<file path="config.mk">
export PLATFORM = sky130hd
export DESIGN_NAME = craps_game_ctrl_flat
export DESIGN_NICKNAME = d
export VERILOG_FILES = /design/src/rtl/craps_game_ctrl_if.sv /design/src/rtl/craps_game_ctrl.sv /design/src/flat_wrapper.sv
export SDC_FILE = /design/constraint.sdc
export NUM_CORES = 1
export LEC_CHECK = 0
export BUFFER_PORTS_ARGS = -buffer_cell sky130_fd_sc_hd__buf_2
export CAP_MARGIN = 0
export CORE_UTILIZATION = 55
export CTS_BUF_LIST = sky130_fd_sc_hd__clkbuf_16
export DETAILED_ROUTE_END_ITERATION = 8
export PLACE_DENSITY = 0.79
export SLEW_MARGIN = 0
export SYNTH_ARGS = -nofsm -noshare
export SYNTH_HDL_FRONTEND = slang
export SYNTH_SLANG_ARGS = --single-unit
</file>
<file path="constraint.sdc">
create_clock -name clk -period 5.46 [get_ports clk]
set_input_delay 1.365 -clock clk [delete_from_list [all_inputs] [get_ports clk]]
set_output_delay 1.365 -clock clk [all_outputs]
set_load 0.02 [all_outputs]
</file>
<file path="src/rtl/craps_game_ctrl_if.sv">
// Signal bundle between the craps controller, the dice/adder datapath and the score/display logic.
// The master side drives the button, sum and new-game inputs; the controller is the slave.
interface craps_game_ctrl_if #(
   parameter int SUM_W  = 4,
   parameter int CNT_W  = 8,
   parameter int RCNT_W = 8
);
   logic              rb;
   logic              sum_valid;
   logic [SUM_W-1:0]  sum;
   logic              new_game;
   logic              roll;
   logic              win;
   logic              lose;
   logic [SUM_W-1:0]  point;
   logic              point_valid;
   logic [RCNT_W-1:0] roll_cnt;
   logic [CNT_W-1:0]  win_cnt;
   logic [CNT_W-1:0]  lose_cnt;
   logic              err;

   modport master (
      output rb, sum_valid, sum, new_game,
      input  roll, win, lose, point, point_valid, roll_cnt, win_cnt, lose_cnt, err
   );

   modport slave (
      input  rb, sum_valid, sum, new_game,
      output roll, win, lose, point, point_valid, roll_cnt, win_cnt, lose_cnt, err
   );
endinterface

</file>
<file path="src/rtl/craps_game_ctrl.sv">
// Craps game controller: come-out roll, point tracking, point rolls, win/lose and tallies.
// Button edge and dice result are registered first, so the FSM acts one edge after sampling.
module craps_game_ctrl #(
   parameter int SUM_W     = 4,
   parameter int MAX_ROLLS = 0,
   parameter int CNT_W     = 8,
   parameter int RCNT_W    = 8
) (
   input  logic             clk,
   input  logic             rst,
   craps_game_ctrl_if.slave bus
);
   typedef enum logic [2:0] {
      S_IDLE, S_CO_ROLL, S_PT_WAIT, S_PT_ROLL, S_WIN, S_LOSE
   } state_t;

   localparam logic [RCNT_W-1:0] MAX_R = RCNT_W'(MAX_ROLLS);

   state_t            state_q, state_d;
   logic              rb_q, rb_d, rise_q, rise_d, sv_q, sv_d;
   logic [SUM_W-1:0]  sum_q, sum_d, point_q, point_d;
   logic              roll_q, roll_d, win_q, win_d, lose_q, lose_d;
   logic              pv_q, pv_d, err_q, err_d;
   logic [RCNT_W-1:0] rcnt_q, rcnt_d, rcnt_inc;
   logic [CNT_W-1:0]  wcnt_q, wcnt_d, wcnt_inc, lcnt_q, lcnt_d, lcnt_inc;
   logic              legal;

   always_comb begin
      rb_d     = bus.rb;
      rise_d   = bus.rb & ~rb_q;
      sv_d     = bus.sum_valid;
      sum_d    = bus.sum;
      state_d  = state_q;
      point_d  = point_q;
      rcnt_d   = rcnt_q;
      wcnt_d   = wcnt_q;
      lcnt_d   = lcnt_q;
      roll_d   = 1'b0;
      err_d    = 1'b0;
      legal    = (sum_q >= SUM_W'(2)) && (sum_q <= SUM_W'(12));
      rcnt_inc = (&rcnt_q) ? rcnt_q : rcnt_q + RCNT_W'(1);
      wcnt_inc = (&wcnt_q) ? wcnt_q : wcnt_q + CNT_W'(1);
      lcnt_inc = (&lcnt_q) ? lcnt_q : lcnt_q + CNT_W'(1);

      case (state_q)
         S_IDLE: begin
            if (rise_q) begin
               roll_d  = 1'b1;
               state_d = S_CO_ROLL;
            end
         end
         S_CO_ROLL: begin
            if (sv_q) begin
               if (!legal) begin
                  err_d = 1'b1;
               end else if (sum_q == SUM_W'(7) || sum_q == SUM_W'(11)) begin
                  state_d = S_WIN;
                  wcnt_d  = wcnt_inc;
               end else if (sum_q == SUM_W'(2) || sum_q == SUM_W'(3) || sum_q == SUM_W'(12)) begin
                  state_d = S_LOSE;
                  lcnt_d  = lcnt_inc;
               end else begin
                  point_d = sum_q;
                  rcnt_d  = '0;
                  state_d = S_PT_WAIT;
               end
            end
         end
         S_PT_WAIT: begin
            if (rise_q) begin
               roll_d  = 1'b1;
               state_d = S_PT_ROLL;
            end
         end
         S_PT_ROLL: begin
            if (sv_q) begin
               if (!legal) begin
                  err_d = 1'b1;
               end else begin
                  rcnt_d = rcnt_inc;
                  // Matching the point beats a seven, which beats the roll limit.
                  if (sum_q == point_q) begin
                     state_d = S_WIN;
                     wcnt_d  = wcnt_inc;
                     point_d = '0;
                  end else if (sum_q == SUM_W'(7) ||
                               (MAX_ROLLS != 0 && rcnt_inc == MAX_R)) begin
                     state_d = S_LOSE;
                     lcnt_d  = lcnt_inc;
                     point_d = '0;
                  end else begin
                     state_d = S_PT_WAIT;
                  end
               end
            end
         end
         S_WIN, S_LOSE: begin
            if (bus.new_game) begin
               state_d = S_IDLE;
               point_d = '0;
               rcnt_d  = '0;
            end
         end
         default: state_d = S_IDLE;
      endcase

      win_d  = (state_d == S_WIN);
      lose_d = (state_d == S_LOSE);
      pv_d   = (state_d == S_PT_WAIT) || (state_d == S_PT_ROLL);
   end

   always_ff @(posedge clk) begin
      if (rst) begin
         state_q <= S_IDLE;
         rb_q    <= 1'b0;
         rise_q  <= 1'b0;
         sv_q    <= 1'b0;
         sum_q   <= '0;
         point_q <= '0;
         rcnt_q  <= '0;
         wcnt_q  <= '0;
         lcnt_q  <= '0;
         roll_q  <= 1'b0;
         err_q   <= 1'b0;
         win_q   <= 1'b0;
         lose_q  <= 1'b0;
         pv_q    <= 1'b0;
      end else begin
         state_q <= state_d;
         rb_q    <= rb_d;
         rise_q  <= rise_d;
         sv_q    <= sv_d;
         sum_q   <= sum_d;
         point_q <= point_d;
         rcnt_q  <= rcnt_d;
         wcnt_q  <= wcnt_d;
         lcnt_q  <= lcnt_d;
         roll_q  <= roll_d;
         err_q   <= err_d;
         win_q   <= win_d;
         lose_q  <= lose_d;
         pv_q    <= pv_d;
      end
   end

   assign bus.roll        = roll_q;
   assign bus.win         = win_q;
   assign bus.lose        = lose_q;
   assign bus.point       = point_q;
   assign bus.point_valid = pv_q;
   assign bus.roll_cnt    = rcnt_q;
   assign bus.win_cnt     = wcnt_q;
   assign bus.lose_cnt    = lcnt_q;
   assign bus.err         = err_q;
endmodule

</file>
<file path="src/flat_wrapper.sv">
// flat-port wrapper written by rule: the top's interface ports become plain ports
module craps_game_ctrl_flat 
#(
   parameter int SUM_W     = 4,
   parameter int MAX_ROLLS = 0,
   parameter int CNT_W     = 8,
   parameter int RCNT_W    = 8
)
  (clk, rst, bus_rb, bus_sum_valid, bus_sum, bus_new_game, bus_roll, bus_win, bus_lose, bus_point, bus_point_valid, bus_roll_cnt, bus_win_cnt, bus_lose_cnt, bus_err);
  craps_game_ctrl_if #(.SUM_W(SUM_W), .CNT_W(CNT_W), .RCNT_W(RCNT_W)) bus_i ();
  input  logic clk;
  input  logic rst;
  input wire logic [$bits(bus_i.rb)-1:0] bus_rb;
  input wire logic [$bits(bus_i.sum_valid)-1:0] bus_sum_valid;
  input wire logic [$bits(bus_i.sum)-1:0] bus_sum;
  input wire logic [$bits(bus_i.new_game)-1:0] bus_new_game;
  output wire logic [$bits(bus_i.roll)-1:0] bus_roll;
  output wire logic [$bits(bus_i.win)-1:0] bus_win;
  output wire logic [$bits(bus_i.lose)-1:0] bus_lose;
  output wire logic [$bits(bus_i.point)-1:0] bus_point;
  output wire logic [$bits(bus_i.point_valid)-1:0] bus_point_valid;
  output wire logic [$bits(bus_i.roll_cnt)-1:0] bus_roll_cnt;
  output wire logic [$bits(bus_i.win_cnt)-1:0] bus_win_cnt;
  output wire logic [$bits(bus_i.lose_cnt)-1:0] bus_lose_cnt;
  output wire logic [$bits(bus_i.err)-1:0] bus_err;
  assign bus_i.rb = bus_rb;
  assign bus_i.sum_valid = bus_sum_valid;
  assign bus_i.sum = bus_sum;
  assign bus_i.new_game = bus_new_game;
  assign bus_roll = bus_i.roll;
  assign bus_win = bus_i.win;
  assign bus_lose = bus_i.lose;
  assign bus_point = bus_i.point;
  assign bus_point_valid = bus_i.point_valid;
  assign bus_roll_cnt = bus_i.roll_cnt;
  assign bus_win_cnt = bus_i.win_cnt;
  assign bus_lose_cnt = bus_i.lose_cnt;
  assign bus_err = bus_i.err;
  craps_game_ctrl #(.SUM_W(SUM_W), .MAX_ROLLS(MAX_ROLLS), .CNT_W(CNT_W), .RCNT_W(RCNT_W)) u_core (.clk(clk), .rst(rst), .bus(bus_i));
endmodule
</file>
; ---- Word-level counts from Yosys, hierarchy flattened
; Cells that the tools add are included.
[classes]
addsub = 3
n_lt_le_gt_ge = 2
n_eq_ne = 29
n_mux = 51
n_bitwise = 5
reduce_logical = 20
[ops]
columns = op, count
row1 = 2-to-1 mux 8 bit, 24
row2 = 2-to-1 mux 4 bit, 9
row3 = 2-to-1 mux 3 bit, 11
row4 = one-hot mux 8 bit (2 select lines), 2
row5 = AND reduction 9 bit, 3
row6 = "adder 8 x 1 -> 8 bit, second input constant", 3
row7 = one-hot mux 8 bit (3 select lines), 1
row8 = AND reduction 8 bit, 3
row9 = "inequality test 2 x 1 -> 1 bit, second input constant", 8
row10 = one-hot mux 3 bit (5 select lines), 1
row11 = "== test 3 x 2 -> 1 bit, second input constant", 4
row12 = "== test 3 bit, second input constant", 4
row13 = one-hot mux 4 bit (3 select lines), 1
row14 = "inequality test 2 bit, second input constant", 5
row15 = "== test 4 x 2 -> 1 bit, second input constant", 2
row16 = "== test 4 bit, second input constant", 2
row17 = OR reduction 2 bit, 4
row18 = AND reduction 7 bit, 1
row19 = "== test 4 x 3 -> 1 bit, second input constant", 1
row20 = == test 4 bit, 1
row21 = ">= comparator 4 x 2 -> 1 bit, second input constant", 1
row22 = "<= comparator 4 bit, second input constant", 1
row23 = logical OR 1 bit, 4
row24 = NOT 1 bit, 4
row25 = other kinds (9), 10
[totals]
register_bits = 43
input_bits = 9
output_inout_bits = 33
elab_cells = 124

; ---- Logic depth before layout (Yosys ltp)
; Gate-level depths: netlist of the first run.
[logic_depth]
ltp_word = 10
mapped_depth = 7
depth_no_buf = 6

; ---- Least setup slack after synthesis of the first run
; No wires, ideal clock.
[synth_path]
kind = input to register
startpoint = input port bus_new_game
endpoint = register u_core.point_q[0] (netlist: u_core.bus.point[0])
setup_ps = 72
t_arrival_ps = 2094
required_ps = 5388
path_slack_ps = 3295
cell_stages = 3
path_cell_list = and2_1 > o22ai_1 > mux2i_1
[synth_between]
elab_chain_len = 2
[synth_rtl]
columns = item, line_no
row1 = start: declaration, flat_wrapper.sv:16  ; input wire logic [$bits(bus_i.new_game)-1:0] bus_new_game;
row2 = inequality test 2 bit (no source line), --
row3 = AND reduction 9 bit (no source line), --
row4 = end signal: assignment, craps_game_ctrl.sv:134  ; point_q <= point_d;
row5 = end: declaration, craps_game_ctrl.sv:21  ; logic [SUM_W-1:0] sum_q, sum_d, point_q, point_d;
; No other way between the ends.
; A chain may end at the register's enable or synchronous reset.

==> results of run 1 <==
-- metrics by stage --
stage          total power, mW  worst slack (ps)
3_3_place_gp             0.366              2390
2_1_floorplan            0.359              3290
5_1_grt                  0.658              2550
6_report                 0.632              2700
3_5_place_dp             0.366              2420
4_1_cts                  0.642              2700
-- kinds of logic (layout without fill, tap and decap cells) --
logic type                 after synthesis  after routing
and+or+nand+nor                        115            115
AOI/OAI and AO/OA                       61             61
DFF                                     43             43
buffers and inverters                   22             57
muxes                                   12             12
xor gates and xnor gates                 5              5
adders and majority gates                4              4
-- cell type report --
| class | instances | area share, % |
|---|---|---|
| Sequential cell | 43 | 33.1 |
| Tap cell | 50 | 2.41 |
| Clock buffer | 5 | 4.81 |
| Clock inverter | 2 | 0.337 |
| Multi-Input combinational cell | 197 | 50.1 |
| Inverter | 9 | 1.30 |
| Timing Repair Buffer | 41 | 7.90 |
-- registers in the layout, summed over array words and instances (netlist names) --
| signal | flops |
|---|---|
| u_core.bus.point | 4 |
| u_core.sum_q | 4 |
| u_core.rb_q | 1 |
| u_core.bus.lose_cnt | 8 |
| u_core.bus.win | 1 |
| u_core.bus.point_valid | 1 |
| u_core.bus.lose | 1 |
| u_core.bus.err | 1 |
| u_core.rise_q | 1 |
| u_core.bus.roll | 1 |
| u_core.bus.roll_cnt | 8 |
| u_core.state_q | 3 |
| u_core.bus.win_cnt | 8 |
| u_core.sv_q | 1 |
-- critical path, cell delays in order --
cell,delay [ps]
buf_2,580
clkinv_1,450
a41oi_1,320
and3b_1,200
-- worst paths after layout --
kind,start,to,cells after the start
setup / recovery,rst,u_core.bus.win,4
hold / removal,u_core.rb_q,u_core.rise_q,1
setup reg to reg,u_core.state_q[1],u_core.bus.win_cnt[7],5
hold reg to reg,u_core.rb_q,u_core.rise_q,1
-- metal layers --
metal  global-route usage, %  up-vias
met3                    5.69        6
met4                    8.24        0
li1                        -     1045
met5                       0        -
met1                    29.6      975
met2                    37.9       48
-- power groups by stage --
stage / clock network (mW) / registers, mW / logic, mW
finish: 0.272 / 0.326 / 0.0337
global route: 0.294 / 0.327 / 0.0374
CTS: 0.282 / 0.326 / 0.0336
detailed placement: 0 / 0.333 / 0.0333
global placement: 0 / 0.333 / 0.0329
floorplan: 0 / 0.328 / 0.0304
-- cell usage after synthesis, drive strengths merged, types with 3 or more instances --
master and count:
nor2b 15, or4 3, nor4b 4, or3 6, nor2 14, dfxtp 43, a41oi 3, clkbuf 4
nand3 16, nor3 6, nand2 20, xnor2 4, o31a 3, inv 8, a21oi 14, a221oi 4
nor4 5, mux2 6, and3b 3, ha 3, o211ai 3, o31ai 6, buf 9, and3 7
nand4 5, o21ai 16, mux2i 6
==> metrics.txt, run 1 <==
post-route ant nets 0; chip height 66.3 um; DRC 0; sw frac 21.6%; Tmin final between 2000 and 3000 ps; fin area roughly 2600 sq um; antenna violations before repair 0; Fin. Hold Viols 0; Synth Area in Compound Gates roughly 18%; row count 23; Post-Synth XOR/XNOR Area roughly 1.9%; max cap viols 0; setup violators final 0; share of layout cells above drive strength 1 a little over a fifth; GRT overflow 0; Post-Syn Area about 2300 sq um; Synth Warn # 0; Layout area overhead 14.1%; met2 routed WL between 2 and 2.5 mm; GRT Total Usage a little under a quarter; nature of the critical path startpoint primary input; Die Wd about 66 um; most frequent cells in the layout 43 x dfxtp_1, 41 x buf_2, 20 x nand2_1; area leader, netlist dfxtp_1; multi-input logic area approximately 1300 sq um; Post-DP Area approximately 2500 sq um; uppermost layer routed met4; worst skew pair latency about 280 ps; clock tree sinks 43; Worst EP arrival around 2900 ps; RSZ-0062 raised after global routing no; Post-synth EDFFs 0; placed cell count 340; most common cell after layout, fill and taps aside dfxtp_1; Final #Nets between 300 and 400; Worst Hold Class flip-flop to flip-flop; final hold slack 385 ps; Post CTS Setup Buffer Count 0; CP endpoint kind flip-flop; Register Area 861 sq um; Post-Syn Instances around 260; Seq pwr share roughly half; CTS Buffer Depth 2; final wirelength 4.64 mm; multiplexer share of the synthesized area 5.60%; port bufs about 40; DIE AREA approximately 4400 sq um; area of the core around 4000 sq um; Cell Count, Final, Fillers Out around 350; global placement routability congestion between 0.8 and 0.9; Comb power frac 5.3%; via count approximately 2,100; worst relative slew slack between 40% and 50%; Slew Limit Fails 0; Distinct cells, synth 60; status complete, no violations; clock skew approximately 2.2 ps; Tcrit/Tclk final between 50 and 60%; clock slew at reported path FFs 60 ps; area fraction of the dominant cell type after synthesis between 30% and 40%; leak pwr between 1 and 1.5 nW; Synth Area in Adders 2.09%; Initial Util 56.9%; post-detail-place hpwl 3.25 mm; peak supply drop between 0.15 and 0.2 mV; total CTS buffers 5; Iter 0 DRT Violations between 150 and 200; WL met1 roughly 2.2 mm; H-tree levels 2; drt pass-1 iters 4; synthesized area per cell roughly 8.7 sq um; WL per Instance 13.4 um; Root Driver clkbuf_16; CTS Hold Buffers Added 0; net count after synthesis around 270; met3 wire length 212 um; TNS Setup 0 ps; kind of critical path primary input to flip-flop; Layout Utilization between 60% and 70%; sequential area share after synthesis between 30% and 40%; PD cells between 200 and 250 nW/um^2; post_cts resized 0; ys flop type dfxtp_1; TritonCTS clock tree built; Worst-Margin Slew about 750 ps; largest family of logic cells by synthesized area simple AND/OR/NAND/NOR gates; vias in the first global route between 1,500 and 2,000; Post-synth ARST share 0%; IO Pins 42; largest net degree at the start of global routing 44; Fmax between 300 and 400 MHz; Seq cells post-synth 43; first-pass GRT wire length 7.76 mm; Worst R2R Setup Slack a little over 3000 ps; switching power 137 uW; number of fill cells between 300 and 400; via/cell ratio approximately 6.0; simple-gate area share of the yosys netlist between 20 and 30%; CP Max Fanout 43; clock share of power a little over two fifths; top cells by area, synth dfxtp_1 38%, nor2b_1 4.1%, nand3_1 3.5%, nand2_1 3.3%, a21oi_1 3.1%; critical path required time 5630 ps; Int Power a little under 500 uW; # diodes 0
No activity file was read; power rests on OpenSTA's default activity.
==> run 2: changes to the inputs <==
- CORE_UTILIZATION: 55 -> 50
- PLACE_DENSITY: 0.79 -> 0.76
- clock period: 5.46 -> 2.39 ns (I/O delays scaled with it)
==> metrics.txt, run 2 (synthesis results as in run 1) <==
status complete, no violations; Critical Path Max Stage Delay ~580 ps; Slowest-stage cell, CP dfxtp_1; Worst-Margin Slew 727 ps; TritonCTS clock tree built; TNS Setup 0 ps; Buf+Inv Stages, Crit Path 0; DIE AREA 4830 sq um; final wirelength between 4 and 5 mm; port bufs 41; CP endpoint kind flip-flop; Worst Hold Class flip-flop to flip-flop; worst path cell trace a211oi_1 -> or4b_1 -> or3_4 -> or4_1 -> a21oi_1; Die Wd 69.5 um; leak pwr between 1 and 1.5 nW; worst relative slew slack 51.5%; GRT overflow 0; Iter 0 DRT Violations between 150 and 200; critical path required time between 2000 and 3000 ps; CP Max Fanout 14; Comb power frac under 10%; via/cell ratio ~5.8; Initial Util 52.3%; GRT Total Usage 20.8%; Post-DP Area 2500 sq um; # diodes 0; most frequent cells in the layout 42 x dfxtp_1, 41 x buf_2, 20 x nand2_1; clock skew approximately 5.9 ps; largest net degree at the start of global routing 30; share of layout cells above drive strength 1 23.4%; most common cell after layout, fill and taps aside dfxtp_1; PnR Total Power 1.69 mW; H-tree levels 2; Final #Nets 314; clock share of power between 50% and 60%; final hold slack approximately 380 ps; nature of the critical path startpoint flip-flop; Tcrit/Tclk final 94.9%; CTS Buffer Depth 2; switching power roughly 330 uW; placed cell count between 300 and 400; max cap viols 0; clock slew at reported path FFs 60 ps; DRC 0; via count around 2,100; global placement routability congestion around 0.86; Layout area overhead 18.4%; Root Driver clkbuf_16; worst skew pair latency around 280 ps; row count 24; drt pass-1 iters 4; kind of critical path flip-flop to flip-flop; CTS Hold Buffers Added 0; chip height 69.5 um; Fmax 441 MHz; area of the core between 4000 and 5000 sq um; antenna violations before repair 0; Seq pwr share a little over two fifths; Worst EP arrival 2490 ps; peak supply drop approximately 0.52 mV; Int Power ~1.4 mW; sw frac about a fifth; setup violators final 0; Tmin final ~2300 ps; post-route ant nets 0; Fin. Hold Viols 0; Crit path max-delay family simple AND/OR/NAND/NOR gates; RSZ-0062 raised after global routing no; WL per Instance roughly 13 um; vias in the first global route approximately 1,800; clock tree sinks 43; Slew Limit Fails 0; first-pass GRT wire length 8.25 mm; post-detail-place hpwl 3.49 mm; fin area 2700 sq um; PD cells between 600 and 700 nW/um^2; IO Pins between 40 and 50; total CTS buffers 5; Cell Count, Final, Fillers Out about 360
-- run 2: cell type report --
type | instances | area [sq um]
clock buffer | 5 | 125
clock inverter | 3 | 63.8
fill | 390 | 1660
inverter | 9 | 33.8
multi-input combinational | 197 | 1300
sequential | 43 | 862
tap | 52 | 65.1
timing repair buffer | 46 | 243
-- run 2: per-layer routing --
layer	routed length, um	track usage, %
met5	0	0
met4	42	4.99
met3	214	4.07
met2	2230	34.1
met1	2300	28.3
-- run 2: path summary, 6_finish.rpt --
kind,startpoint,to,slack (ps),depth (start not counted)
setup / recovery,u_core.sum_q[2],u_core.bus.win_cnt[5],120,5
hold / removal,u_core.rb_q,u_core.rise_q,380,1
setup reg to reg,u_core.sum_q[2],u_core.bus.win_cnt[5],120,5
hold reg to reg,u_core.rb_q,u_core.rise_q,380,1
-- run 2: metrics by stage --
stage | setup slack (ps) | util, %
final | 121 | 61.9
after global routing | 3.56 | 61.9
after CTS | 86.4 | 61.9
after detailed placement | 93.6 | 57.5
after global placement | 148 | 57.5
after floorplan | 328 | -
-- run 2: power groups by stage --
stage          Clock [mW]  Sequential, mW  Combinational, mW
6_report            0.863           0.742             0.0845
5_1_grt             0.905           0.744             0.0951
4_1_cts             0.873           0.742             0.0846
3_5_place_dp            0           0.758             0.0844
3_3_place_gp            0           0.757             0.0827
2_1_floorplan           0           0.750             0.0696
-- run 2: worst register-to-register path, delay by kind of cell (launching register included) --
kind / cells / cell delay [ps]
flip-flops: 1 / 580
AND/OR/NAND/NOR: 3 / 1420
AO/OA/AOI/OAI: 2 / 220
-- run 2: what timing repair did --
item	in CTS	in global routing
setup endpoints to repair	0	3
resized for setup	0	1
buffers inserted	0	0
==> run 3: changes to the inputs <==
- CORE_UTILIZATION: 50 -> 30
- PLACE_DENSITY: 0.76 -> unset
- clock period: 2.39 -> 2.1 ns (I/O delays scaled with it)
==> metrics.txt, run 3 (synthesis results as in run 1) <==
status complete, no violations; TNS Setup 0 ps; Worst-Margin Slew between 500 and 600 ps; peak supply drop approximately 0.27 mV; clock skew about 6.0 ps; Worst Hold Class flip-flop to flip-flop; row count 31; worst skew pair latency 280 ps; Iter 0 DRT Violations around 110; first-pass GRT wire length ~9 mm; CP endpoint kind flip-flop; via/cell ratio just over 5; Root Driver clkbuf_16; TritonCTS clock tree built; Worst EP arrival approximately 2300 ps; RSZ-0062 raised after global routing yes; Fin. Hold Viols 0; chip height between 80 and 90 um; GRT Total Usage 14.7%; max cap viols 0; post-detail-place hpwl ~4.0 mm; Worst R2R Setup Slack 40 ps; clock tree sinks between 40 and 50; Tmin final 2060 ps; area of the core 7290 sq um; Fmax 486 MHz; final hold slack around 390 ps; drt pass-1 iters 4; largest net degree at the start of global routing 22; Tcrit/Tclk final 98.0%; # diodes 0; CTS Buffer Depth 2; nature of the critical path startpoint flip-flop; DIE AREA 7940 sq um; leak pwr approximately 1.2 nW; share of layout cells above drive strength 1 32.2%; critical path required time 2320 ps; antenna violations before repair 0; Initial Util between 30% and 40%; setup violators final 0; CTS Hold Buffers Added 0; Layout area overhead 28.2%; post-route ant nets 0; Die Wd approximately 90 um; kind of critical path flip-flop to flip-flop; H-tree levels 2; port bufs 41; IO Pins 42; vias in the first global route 1,929; final wirelength around 5.5 mm; PnR Total Power about 1.7 mW; global placement routability congestion a little over 0.8; via count about 2,100; total CTS buffers 5; worst relative slew slack between 60% and 70%; clock slew at reported path FFs roughly 60 ps; Post CTS Setup Buffer Count 0; WL per Instance about 13 um; Slew Limit Fails 0; GRT overflow 0; Final #Nets about 330; DRC 0; PD cells 582 nW/um^2; most common cell after layout, fill and taps aside buf_2; most frequent cells in the layout 41 x buf_2, 37 x dfxtp_1, 18 x nand2_1; CP Max Fanout 10
[run 3: path summary, 6_finish.rpt]
check                                     start  cells after the start                     end
worst min register to register      u_core.rb_q                      1           u_core.rise_q
worst max register to register  u_core.sum_q[1]                      6  u_core.bus.lose_cnt[1]
worst min-delay path                u_core.rb_q                      1           u_core.rise_q
worst max-delay path            u_core.sum_q[1]                      6  u_core.bus.lose_cnt[1]
[run 3: what timing repair did]
action | CTS | global route
setup endpoints to repair | 11 | 17
pin swaps | 0 | 2
resized for setup | 7 | 19
[run 3: metrics by stage]
step | setup WS [ps] | util (%) | cell area, sq um | instances
6_report | 42.3 | 40.0 | 2920 | 413
5_1_grt | -30.8 | 40.0 | 2920 | 413
2_1_floorplan | 37.9 | - | 2280 | 262
3_5_place_dp | -29.2 | 36.6 | 2670 | 405
4_1_cts | 15.5 | 39.0 | 2850 | 413
3_3_place_gp | 41.3 | 36.6 | 2670 | 405
[run 3: per-layer routing]
metal | track usage, % | vias up | part of all wire [%]
met5 | 0 | - | 0
met4 | 4.76 | 0 | 1.3
met3 | 2.77 | 6 | 4.4
met2 | 23.8 | 50 | 46
met1 | 19.8 | 1001 | 49
li1 | - | 1077 | -
[run 3: cell type report]
class                           instances  area, sq um
Tap cell                               99          124
Timing Repair Buffer                   57          358
Inverter                                9         33.8
Multi-Input combinational cell        197         1400
Sequential cell                        43          871
Clock inverter                          3         11.3
Fill cell                             772         4370
Clock buffer                            5          125
[run 3: worst max-delay path: stages, from the launching register on]
cell and delay (ps):
dfxtp_4 370, buf_6 130, or3b_2 480, nand2_2 110, o21ai_4 110, or4b_2 640
a21oi_2 140
[run 3: report_power, final]
group          total, mW  internal [mW]  switching (mW)  leakage, nW
Combinational      0.134         0.0587          0.0757        0.780
Sequential         0.839          0.828          0.0113        0.350
Clock              0.727          0.428           0.299       0.0701
